$ cat src/rtl/dtc_vote_collector_pkg.sv
// Shared constants, FSM state type and counter-width helper for the
// decision-tree vote collector.
package dtc_pkg;
    localparam int unsigned FEAT_W  = 12;
    localparam int unsigned CLASS_W = 3;
    localparam int unsigned N_CLASS = 8;

    typedef enum logic [1:0] {ACCUM, SCAN, DONE} state_t;

    // Counter wide enough to hold the value WINDOW itself.
    function automatic int unsigned cnt_w(input int unsigned window);
        return $clog2(window + 1);
    endfunction
endpackage

$ cat src/rtl/dtc_vote_collector_if.sv
// Feature-in / result-out streams plus the classifier side-channel.
interface dtc_vote_collector_if import dtc_pkg::*; #(
    parameter int unsigned WINDOW = 8
);
    localparam int unsigned CNT_W = cnt_w(WINDOW);

    logic               s_valid;
    logic               s_ready;
    logic [FEAT_W-1:0]  s_feat;
    logic [FEAT_W-1:0]  dt_inp;
    logic [CLASS_W-1:0] dt_outp;
    logic               m_valid;
    logic               m_ready;
    logic [CLASS_W-1:0] m_class;
    logic [CNT_W-1:0]   m_count;

    modport slave (
        input  s_valid, s_feat, dt_outp, m_ready,
        output s_ready, dt_inp, m_valid, m_class, m_count
    );

    modport master (
        output s_valid, s_feat, dt_outp, m_ready,
        input  s_ready, dt_inp, m_valid, m_class, m_count
    );
endinterface

$ cat src/rtl/dtc_vote_bank.sv
// Per-class vote counters with increment, synchronous clear and one
// combinational read port.
module dtc_vote_bank import dtc_pkg::*; #(
    parameter int unsigned CNT_W = 4
) (
    input  logic               clk,
    input  logic               rst_n,
    input  logic               i_inc_en,
    input  logic [CLASS_W-1:0] i_inc_cls,
    input  logic               i_clr,
    input  logic [CLASS_W-1:0] i_rd_idx,
    output logic [CNT_W-1:0]   o_rd_cnt
);
    logic [CNT_W-1:0] r_votes [N_CLASS];

    always_ff @(posedge clk or negedge rst_n) begin
        if (!rst_n) begin
            for (int unsigned i = 0; i < N_CLASS; i++) r_votes[i] <= '0;
        end else if (i_clr) begin
            for (int unsigned i = 0; i < N_CLASS; i++) r_votes[i] <= '0;
        end else if (i_inc_en) begin
            r_votes[i_inc_cls] <= r_votes[i_inc_cls] + CNT_W'(1);
        end
    end

    assign o_rd_cnt = r_votes[i_rd_idx];
endmodule

$ cat src/rtl/dtc_vote_collector.sv
// Feeds feature vectors to an external combinational classifier, tallies the
// returned classes over WINDOW samples and reports the majority class.
module dtc_vote_collector import dtc_pkg::*; #(
    parameter int unsigned WINDOW = 8
) (
    input  logic                 clk,
    input  logic                 rst_n,
    dtc_vote_collector_if.slave  bus
);
    localparam int unsigned      CNT_W = cnt_w(WINDOW);
    localparam logic [CNT_W-1:0] WIN_C = CNT_W'(WINDOW);
    localparam logic [CLASS_W-1:0] LAST_IDX = CLASS_W'(N_CLASS - 1);

    state_t             r_state, w_state_nxt;
    logic [CNT_W-1:0]   r_n_acc;
    logic               r_feat_vld;
    logic [FEAT_W-1:0]  r_dt_inp;
    logic [CLASS_W-1:0] r_idx, r_best_cls, r_m_class;
    logic [CNT_W-1:0]   r_best_cnt, r_m_count;
    logic               r_m_valid;
    logic [CNT_W-1:0]   w_rd_cnt;
    logic               w_s_ready, w_accept, w_better, w_clr;

    assign w_s_ready = (r_state == ACCUM) && (r_n_acc < WIN_C);
    assign w_accept  = bus.s_valid && w_s_ready;
    assign w_better  = w_rd_cnt > r_best_cnt;
    assign w_clr     = (r_state == DONE) && r_m_valid && bus.m_ready;

    dtc_vote_bank #(.CNT_W(CNT_W)) u_bank (
        .clk       (clk),
        .rst_n     (rst_n),
        .i_inc_en  (r_feat_vld),
        .i_inc_cls (bus.dt_outp),
        .i_clr     (w_clr),
        .i_rd_idx  (r_idx),
        .o_rd_cnt  (w_rd_cnt)
    );

    always_ff @(posedge clk or negedge rst_n) begin
        if (!rst_n) r_state <= ACCUM;
        else        r_state <= w_state_nxt;
    end

    // Leaving ACCUM coincides with the last vote landing in the bank.
    always_comb begin
        w_state_nxt = r_state;
        case (r_state)
            ACCUM:   if (r_n_acc == WIN_C)   w_state_nxt = SCAN;
            SCAN:    if (r_idx == LAST_IDX)  w_state_nxt = DONE;
            DONE:    if (w_clr)              w_state_nxt = ACCUM;
            default:                         w_state_nxt = ACCUM;
        endcase
    end

    always_ff @(posedge clk or negedge rst_n) begin
        if (!rst_n) begin
            r_dt_inp   <= '0;
            r_feat_vld <= 1'b0;
            r_n_acc    <= '0;
        end else begin
            r_feat_vld <= w_accept;
            if (w_accept) r_dt_inp <= bus.s_feat;
            if (w_clr)         r_n_acc <= '0;
            else if (w_accept) r_n_acc <= r_n_acc + CNT_W'(1);
        end
    end

    // Strict '>' keeps the lowest class index on ties.
    always_ff @(posedge clk or negedge rst_n) begin
        if (!rst_n) begin
            r_idx      <= '0;
            r_best_cls <= '0;
            r_best_cnt <= '0;
        end else if (r_state == ACCUM && w_state_nxt == SCAN) begin
            r_idx      <= '0;
            r_best_cls <= '0;
            r_best_cnt <= '0;
        end else if (r_state == SCAN) begin
            r_idx <= r_idx + CLASS_W'(1);
            if (w_better) begin
                r_best_cls <= r_idx;
                r_best_cnt <= w_rd_cnt;
            end
        end
    end

    always_ff @(posedge clk or negedge rst_n) begin
        if (!rst_n) begin
            r_m_valid <= 1'b0;
            r_m_class <= '0;
            r_m_count <= '0;
        end else if (r_state == DONE && !r_m_valid) begin
            r_m_valid <= 1'b1;
            r_m_class <= r_best_cls;
            r_m_count <= r_best_cnt;
        end else if (w_clr) begin
            r_m_valid <= 1'b0;
        end
    end

    assign bus.s_ready = w_s_ready;
    assign bus.dt_inp  = r_dt_inp;
    assign bus.m_valid = r_m_valid;
    assign bus.m_class = r_m_class;
    assign bus.m_count = r_m_count;
endmodule
$ cat src/flat_wrapper.sv
// flat-port wrapper written by rule: the top's interface ports become plain ports
module dtc_vote_collector_flat import dtc_pkg::*;
#(
    parameter int unsigned WINDOW = 8
)
  (clk, rst_n, bus_s_valid, bus_s_feat, bus_dt_outp, bus_m_ready, bus_s_ready, bus_dt_inp, bus_m_valid, bus_m_class, bus_m_count);
  dtc_vote_collector_if #(.WINDOW(WINDOW)) bus_i ();
  input  logic clk;
  input  logic rst_n;
  input wire logic [$bits(bus_i.s_valid)-1:0] bus_s_valid;
  input wire logic [$bits(bus_i.s_feat)-1:0] bus_s_feat;
  input wire logic [$bits(bus_i.dt_outp)-1:0] bus_dt_outp;
  input wire logic [$bits(bus_i.m_ready)-1:0] bus_m_ready;
  output wire logic [$bits(bus_i.s_ready)-1:0] bus_s_ready;
  output wire logic [$bits(bus_i.dt_inp)-1:0] bus_dt_inp;
  output wire logic [$bits(bus_i.m_valid)-1:0] bus_m_valid;
  output wire logic [$bits(bus_i.m_class)-1:0] bus_m_class;
  output wire logic [$bits(bus_i.m_count)-1:0] bus_m_count;
  assign bus_i.s_valid = bus_s_valid;
  assign bus_i.s_feat = bus_s_feat;
  assign bus_i.dt_outp = bus_dt_outp;
  assign bus_i.m_ready = bus_m_ready;
  assign bus_s_ready = bus_i.s_ready;
  assign bus_dt_inp = bus_i.dt_inp;
  assign bus_m_valid = bus_i.m_valid;
  assign bus_m_class = bus_i.m_class;
  assign bus_m_count = bus_i.m_count;
  dtc_vote_collector #(.WINDOW(WINDOW)) u_core (.clk(clk), .rst_n(rst_n), .bus(bus_i));
endmodule
$ cat config.mk
export PLATFORM = sky130hd
export DESIGN_NAME = dtc_vote_collector_flat
export DESIGN_NICKNAME = d
export VERILOG_FILES = /design/src/rtl/dtc_vote_collector_pkg.sv /design/src/rtl/dtc_vote_collector_if.sv /design/src/rtl/dtc_vote_bank.sv /design/src/rtl/dtc_vote_collector.sv /design/src/flat_wrapper.sv
export SDC_FILE = /design/constraint.sdc
export NUM_CORES = 1
export LEC_CHECK = 0
export BUFFER_PORTS_ARGS = -buffer_cell sky130_fd_sc_hd__buf_2
export CAP_MARGIN = 5
export CELL_PAD_IN_SITES_DETAIL_PLACEMENT = 0
export CELL_PAD_IN_SITES_GLOBAL_PLACEMENT = 2
export CORE_UTILIZATION = 35
export CTS_CLUSTER_SIZE = 10
export DETAILED_ROUTE_END_ITERATION = 8
export HOLD_SLACK_MARGIN = 0.12
export PLACE_DENSITY_LB_ADDON = 0.1
export REMOVE_ABC_BUFFERS = 1
export SLEW_MARGIN = 20
export SYNTH_ARGS = -nofsm -noshare
export SYNTH_HDL_FRONTEND = slang
export SYNTH_SLANG_ARGS = --single-unit
$ cat constraint.sdc
create_clock -name clk -period 3.12 [get_ports clk]
set_clock_uncertainty 0.15 [all_clocks]
set_input_delay 0.468 -clock clk [delete_from_list [all_inputs] [get_ports clk]]
set_output_delay 0.468 -clock clk [all_outputs]
set_load 0.005 [all_outputs]
==> qor.yml, run 1 <==
routing:
  drt_pass1_iterations: 4
  vias_per_cell: 5.09
  wirelength_um: 8270
  drtIter0Drc: 78
  final_antenna_net_count: 0
  num_vias: 2496
  wl_per_cell_um: 16.9
  drc: 0
final_layout:
  n_antenna_cell: 0
  fillCellCount: 976
  multi_input_comb_area_um2: 1680
  final_cells: 490
  regArea_um2: 1730
  layout-drive-gt1-share_pct: 30.5
  nNetsFinal: 381
  area_growth_pct: 16.9
timing:
  slew_violations: 0
  slew_headroom_pct: 47.8
  min_period_ns: 2.90
  hold_viol_final: 0
  setup_slack_ns: 0.217
  tns_ns: 0
  setup_violations: 0
  timing.fmax_mhz: 344
  hold_ws_ns: 0.203
  fin_crit_sh_pct: 93.1
  tightestPinTransition_ns: 0.783
  rsz0062_at_grt: "no"
placed_design:
  dp_hpwl_um: 5820
  portBuffers: 39
  gp_congestion: 0.750
  dp_cells: 474
  dp_slack_ns: 0.230
yosys:
  ys_top_cells_by_area: "dfrtp_1, mux2_2, mux2i_1"
  ys_warn_count: 0
  syn_inst: 304
  syn_avg_cell_area_um2: 11.6
  ys_seq_elements: 69
  ys_seq_area_share_pct: 49.0
  synth-edff-count: 0
  synth.largest_area_cell: "dfrtp_1"
  netlist_area_um2: 3520
  yosys_most_used_dff: "dfrtp_1"
  asyncSetResetFlopFracSynth_pct: 100
  synth_top_area_share_pct: 49.0
  yosysUniqueCellTypes: 41
critical_path:
  critPathLaunchType: "register"
  cp_max_fo: 8
  critPathCaptureType: "register"
  crit_arrival_ns: 2.99
  cpPeakStageDelay_ns: 0.50
  cp_cell_sequence: "buf_4 -> mux4_2 -> mux2_2 -> ha_1 -> o21a_1 -> o21a_1 -> o21ai_0 -> buf_4 -> mux2i_1 -> nor2_1"
  r2r_start: "u_core.r_idx[0]"
  regToRegSetupSlack_ns: 0.22
  reg2regPathDepth: 10
  crit_slowest_cell: "mux4_2"
  worstReg2RegEnd: "u_core.r_best_cls[0]"
  critical_path_class: "reg2reg"
  critPathRequiredTime_ns: 3.21
grt:
  grt_antenna_before_repair: 0
  grt_pass1_vias: 2453
  grt_max_degree: 43
  grt.total_usage_pct: 17.6
  grt_pass1_wl_um: 13400
  grt-ovfl-total: 0
power:
  vdd_drop_max_uv: 342
  total_power_mw: 3.96
  power_leakage_nw: 1.90
  power_density_nw_per_um2: 963
die:
  initial_core_util_pct: 36.0
  die_w_um: 102
  core_area_um2: 9770
  rows: 36
  ioPinCount: 40
  fp.dieH_um: 102
  die-area_um2: 10500
clock_tree:
  root_buffer: "clkbuf_8"
  htreeDepth: 3
  clockBufferDepth: 2
  clk_latency_ns: 0.34
  tritoncts: "built"
  cts_made_buffers: 9
  cts_resized: 0
  post-cts-setup-buffer-count: 0
  cts.sinks: 69
  path_clk_slew_ns: 0.08
hold_path:
  holdPathStages: 2
  holdPathEnd: "u_core.bus.dt_inp[2]"
  hold_class: "in2reg"
  hold_path_startpoint: "bus_s_feat[2]"
run_status:
  status: "finished, final reports clean"
flow_run:
  drv_cap: 0
per-stage QoR:
| stage | instance area (µm²) | utilization, % |
|---|---|---|
| after floorplan | 3440 | - |
| after global placement | 3930 | 40.2 |
| after detailed placement | 3930 | 40.2 |
| after CTS | 4120 | 42.1 |
| after global routing | 4120 | 42.1 |
| final | 4120 | 42.1 |
cells in the mapped netlist (4+ instances only):
cell type   n
inv_1       9
nand2b_1    4
nand2_1    30
nor3_1      4
nand3b_1    5
ha_1        9
nand3_1     5
buf_2       4
mux2_2     23
a21oi_1    10
mux2i_1    25
mux4_2     10
clkbuf_1   11
nor2_1     34
o31ai_1     4
dfrtp_1    69
o21ai_0    11
cell type report:
type / count / area share [%]
inverters: 9 / 0.820
clock buffers: 10 / 3.10
flip-flops and latches: 69 / 41.9
multi-input cells: 209 / 40.8
well taps: 133 / 4.04
repair buffers: 55 / 8.02
clock inverters: 5 / 1.28
sequential cells by signal, summed over array words and instances, names as in the netlist:
signal and cells:
u_core.bus.dt_inp 12, u_core.bus.m_class 3, u_core.bus.m_count 4, u_core.bus.m_valid 1, u_core.r_best_cls 3, u_core.r_best_cnt 4
u_core.r_feat_vld 1, u_core.r_idx 3, u_core.r_n_acc 4, u_core.r_state 2, u_core.u_bank.r_votes 32
how the worst max path moves through the flow:
stage	startpoint	end	slack, ns	cells past startpoint
CTS	u_core.r_idx[0]	u_core.r_best_cnt[3]	0.20	10
finish	u_core.r_idx[0]	u_core.r_best_cls[0]	0.22	10
global placement	u_core.r_idx[0]	u_core.r_best_cls[0]	0.25	10
global route	u_core.r_idx[0]	u_core.r_best_cnt[0]	0.04	10
detailed placement	u_core.r_idx[0]	u_core.r_best_cnt[3]	0.23	10
floorplan	u_core.r_idx[0]	u_core.r_best_cls[0]	-0.39	9
what timing repair did:
action | CTS | global route
endpoints found under the setup margin | 0 | 0
hold buffers | 1 | 0
endpoints found under the hold margin | 27 | 0
cell usage in the layout, fill, tap and decap left out, types with 4 or more instances in the layout:
cell       n
nand2b_1   4
buf_2     39
o31ai_1    4
nor2_1    33
dfrtp_1   69
nand2_1   30
mux2_2    23
inv_1      9
nand3_1    5
a21oi_1   10
mux4_2    10
nor3_1     4
nand3b_1   5
clkbuf_8   9
o21ai_0   11
ha_1       9
mux2i_1   25
buf_4     14
layer usage:
metal	vias up	GRT usage (%)	part of all wire, %
met5	-	0	0
met4	0	5.38	1.2
met3	9	3.83	3.5
met2	50	28.5	48
met1	1255	23.7	47
li1	1182	-	-
cell families after synthesis:
group                    share of synthesized area [%]
flip-flops                                        49.0
adder cells (fa/ha/maj)                           3.20
multiplexers                                      23.7
buffers and inverters                             3.34
AND/OR/NAND/NOR                                   12.6
AO/OA/AOI/OAI                                     6.89
XOR/XNOR                                          1.21
power by group:
| group | internal (mW) | switching (mW) | total (mW) |
|---|---|---|---|
| Combinational | 0.886 | 0.749 | 1.64 |
| Clock | 0.361 | 0.341 | 0.702 |
| Sequential | 1.30 | 0.329 | 1.63 |
| Total | 2.54 | 1.42 | 3.96 |
worst max-delay path, delay by kind of cell (launching register included):
| kind | cells | cell delay, ns |
|---|---|---|
| buffers and inverters | 2 | 0.40 |
| adders and majority gates | 1 | 0.30 |
| muxes | 3 | 0.98 |
| and+or+nand+nor | 1 | 0.05 |
| DFF | 1 | 0.43 |
| AOI/OAI and AO/OA | 3 | 0.47 |
No activity file was read; power rests on OpenSTA's default activity.
==> run 2, diff against run 1 <==
--- a/config.mk
+++ b/config.mk
@@ -9,13 +9,14 @@
 export CAP_MARGIN = 5
 export CELL_PAD_IN_SITES_DETAIL_PLACEMENT = 0
 export CELL_PAD_IN_SITES_GLOBAL_PLACEMENT = 2
-export CORE_UTILIZATION = 35
+export CORE_UTILIZATION = 36
 export CTS_CLUSTER_SIZE = 10
 export DETAILED_ROUTE_END_ITERATION = 8
+export GPL_TIMING_DRIVEN = 0
 export HOLD_SLACK_MARGIN = 0.12
 export PLACE_DENSITY_LB_ADDON = 0.1
 export REMOVE_ABC_BUFFERS = 1
-export SLEW_MARGIN = 20
 export SYNTH_ARGS = -nofsm -noshare
 export SYNTH_HDL_FRONTEND = slang
+export SYNTH_HIERARCHICAL = 1
 export SYNTH_SLANG_ARGS = --single-unit
==> run 2 against run 1 <==
Effect of this change: largest cell class is now multi-input combinational cells; cell area up 1.2%; synthesized cell count fell by 0.33%; die area is 1.0% higher; critical endpoint is now u_core/r_best_cnt[1]; power grew 1.2%; largest power group is now registers; critical path type unchanged; flip-flop and latch count stayed put.
==> qor.yml, run 2 <==
yosys:
  yosys_most_used_dff: "dfrtp_1"
  syn_avg_cell_area_um2: 12.1
  yosysMostFrequentCell: "dfrtp_1"
  ys_top_cells_by_area: "dfrtp_1, mux2i_1, mux2_2"
  ys_seq_elements: 69
  syn_inst: 303
  ys_seq_area_share_pct: 47.2
  ys_warn_count: 6
  yosysUniqueCellTypes: 52
  netlist_area_um2: 3660
  synth_commonest_cells: "dfrtp_1, mux2i_1, nor2_1, mux2_2, nand2_1"
  synth_top_area_share_pct: 47.2
  synth-edff-count: 0
  asyncSetResetFlopFracSynth_pct: 100
  synth.largest_area_cell: "dfrtp_1"
grt:
  grt.total_usage_pct: 17.0
  grt_max_degree: 51
  grt-ovfl-total: 0
  grt_pass1_wl_um: 13100
  grt_antenna_before_repair: 0
  grt_pass1_vias: 2381
hold_path:
  holdPathStages: 2
  holdPathEnd: "u_core/bus.dt_inp[2]"
  hold_class: "in2reg"
  hold_path_startpoint: "bus_s_feat[2]"
critical_path:
  cp_cell_sequence: "mux4_2 -> mux2_2 -> ha_1 -> nor2b_1 -> o211ai_1 -> a21o_1 -> mux2i_1"
  cpPeakStageDelay_ns: 0.62
  crit_arrival_ns: 3.07
  critical_path_class: "reg2reg"
  crit_slowest_cell: "dfrtp_2"
  reg2regPathDepth: 7
  critPathRequiredTime_ns: 3.26
  r2r_start: "u_core/r_idx[0]"
  critPathLaunchType: "register"
  cp_max_fo: 12
  regToRegSetupSlack_ns: 0.19
  worstReg2RegEnd: "u_core/r_best_cnt[1]"
  cp_num_cells: 7
  crit_family: "multiplexers"
  critPathCaptureType: "register"
  path_buf_inv: 0
clock_tree:
  post-cts-setup-buffer-count: 0
  htreeDepth: 3
  root_buffer: "clkbuf_8"
  clk_latency_ns: 0.35
  cts.sinks: 69
  tritoncts: "built"
  path_clk_slew_ns: 0.09
  cts_made_buffers: 9
  clockBufferDepth: 2
final_layout:
  nNetsFinal: 366
  top_register: "u_core/u_bank/r_votes"
  final_cells: 476
  largest_register_ffs: 32
  n_antenna_cell: 0
  layout-drive-gt1-share_pct: 30.0
  area_growth_pct: 13.9
  fillCellCount: 1000
  final_cell_mix: "dfrtp_1, buf_2, mux2i_1"
  layout_commonest_cell: "dfrtp_1"
routing:
  vias_per_cell: 5.13
  drtIter0Drc: 57
  final_antenna_net_count: 0
  drt_pass1_iterations: 6
  wl_per_cell_um: 17.0
  wirelength_um: 8090
  drc: 0
  num_vias: 2441
timing:
  setup_slack_ns: 0.188
  hold_viol_final: 0
  timing.fmax_mhz: 341
  tightestPinTransition_ns: 1.04
  slew_violations: 0
  fin_crit_sh_pct: 94.0
  slew_headroom_pct: 30.2
  min_period_ns: 2.93
  rsz0062_at_grt: "no"
  tns_ns: 0
  setup_violations: 0
die:
  core_area_um2: 9820
  die-area_um2: 10600
  die_w_um: 103
  rows: 36
  ioPinCount: 40
  initial_core_util_pct: 37.3
  fp.dieH_um: 103
placed_design:
  dp_hpwl_um: 5270
  dp_slack_ns: -0.0935
  portBuffers: 39
  dp_cells: 459
  gp_congestion: 0.700
run_status:
  status: "finished, final reports clean"
power:
  power_leakage_nw: 1.96
  swShare_pct: 37.2
  vdd_drop_max_uv: 378
  p_seq_share_pct: 41.1
  comb_power_share_pct: 40.3
  switching_power_mw: 1.49
  clkPwrFrac_pct: 18.6
  p_int_mw: 2.52
  total_power_mw: 4.01
  power_density_nw_per_um2: 963
flow_run:
  drv_cap: 0
[run 2: worst max-delay path by stage]
stage | from | end | slack, ns
after floorplan | u_core/r_state[0] | u_core/u_bank/r_votes[23] | 0.37
after global placement | u_core/r_state[0] | u_core/u_bank/r_votes[23] | -1.01
after detailed placement | u_core/r_idx[0] | u_core/r_best_cnt[1] | -0.09
after CTS | u_core/r_idx[0] | u_core/r_best_cnt[1] | 0.14
after global routing | u_core/r_idx[0] | u_core/r_best_cls[2] | 0.01
final | u_core/r_idx[0] | u_core/r_best_cnt[1] | 0.19
[run 2: layer usage]
| metal | vias to the layer above | GRT usage [%] | share of wire [%] |
|---|---|---|---|
| li1 | 1152 | - | - |
| met1 | 1227 | 24.2 | 49 |
| met5 | - | 0 | 0 |
| met3 | 7 | 3.66 | 3.7 |
| met4 | 0 | 6.18 | 1.1 |
| met2 | 55 | 25.7 | 46 |
[run 2: repair_timing]
action,4_1_cts,5_1_grt
endpoints found under the hold margin,19,0
resized for setup,1,0
endpoints found under the setup margin,7,0
hold buffers,1,0
[run 2: area by class of cell]
cell class / count / area (µm²) / share of cell area (%)
clock buffers: 9 / 124 / 2.97
clock inverters: 7 / 73.8 / 1.77
inverters: 15 / 56.3 / 1.35
multi-input cells: 202 / 1780 / 42.8
flip-flops and latches: 69 / 1730 / 41.5
well taps: 133 / 166 / 3.99
repair buffers: 41 / 235 / 5.64
[run 2: power groups by stage]
| stage | Clock, mW | Sequential (mW) | Combinational [mW] |
|---|---|---|---|
| after floorplan | 0 | 1.57 | 1.22 |
| final | 0.745 | 1.65 | 1.62 |
| after CTS | 0.763 | 1.66 | 1.64 |
| after global routing | 0.801 | 1.72 | 1.81 |
| after global placement | 0 | 1.66 | 1.61 |
| after detailed placement | 0 | 1.67 | 1.63 |
[run 2: logic make-up after synthesis]
group	synth area share, %
AOI/OAI and AO/OA	5.81
xor gates and xnor gates	1.16
muxes	25.8
DFF	47.2
buffers and inverters	4.27
adders and majority gates	3.08
and+or+nand+nor	12.6
[run 2: metrics by stage]
stage | cell area [µm²] | hold slack [ns] | utilization (%)
5_1_grt | 4170 | 0.187 | 42.4
3_3_place_gp | 3920 | 0.312 | 39.9
3_5_place_dp | 3960 | 0.230 | 40.3
4_1_cts | 4170 | 0.175 | 42.4
2_1_floorplan | 3560 | 0.0224 | -
6_report | 4170 | 0.192 | 42.4
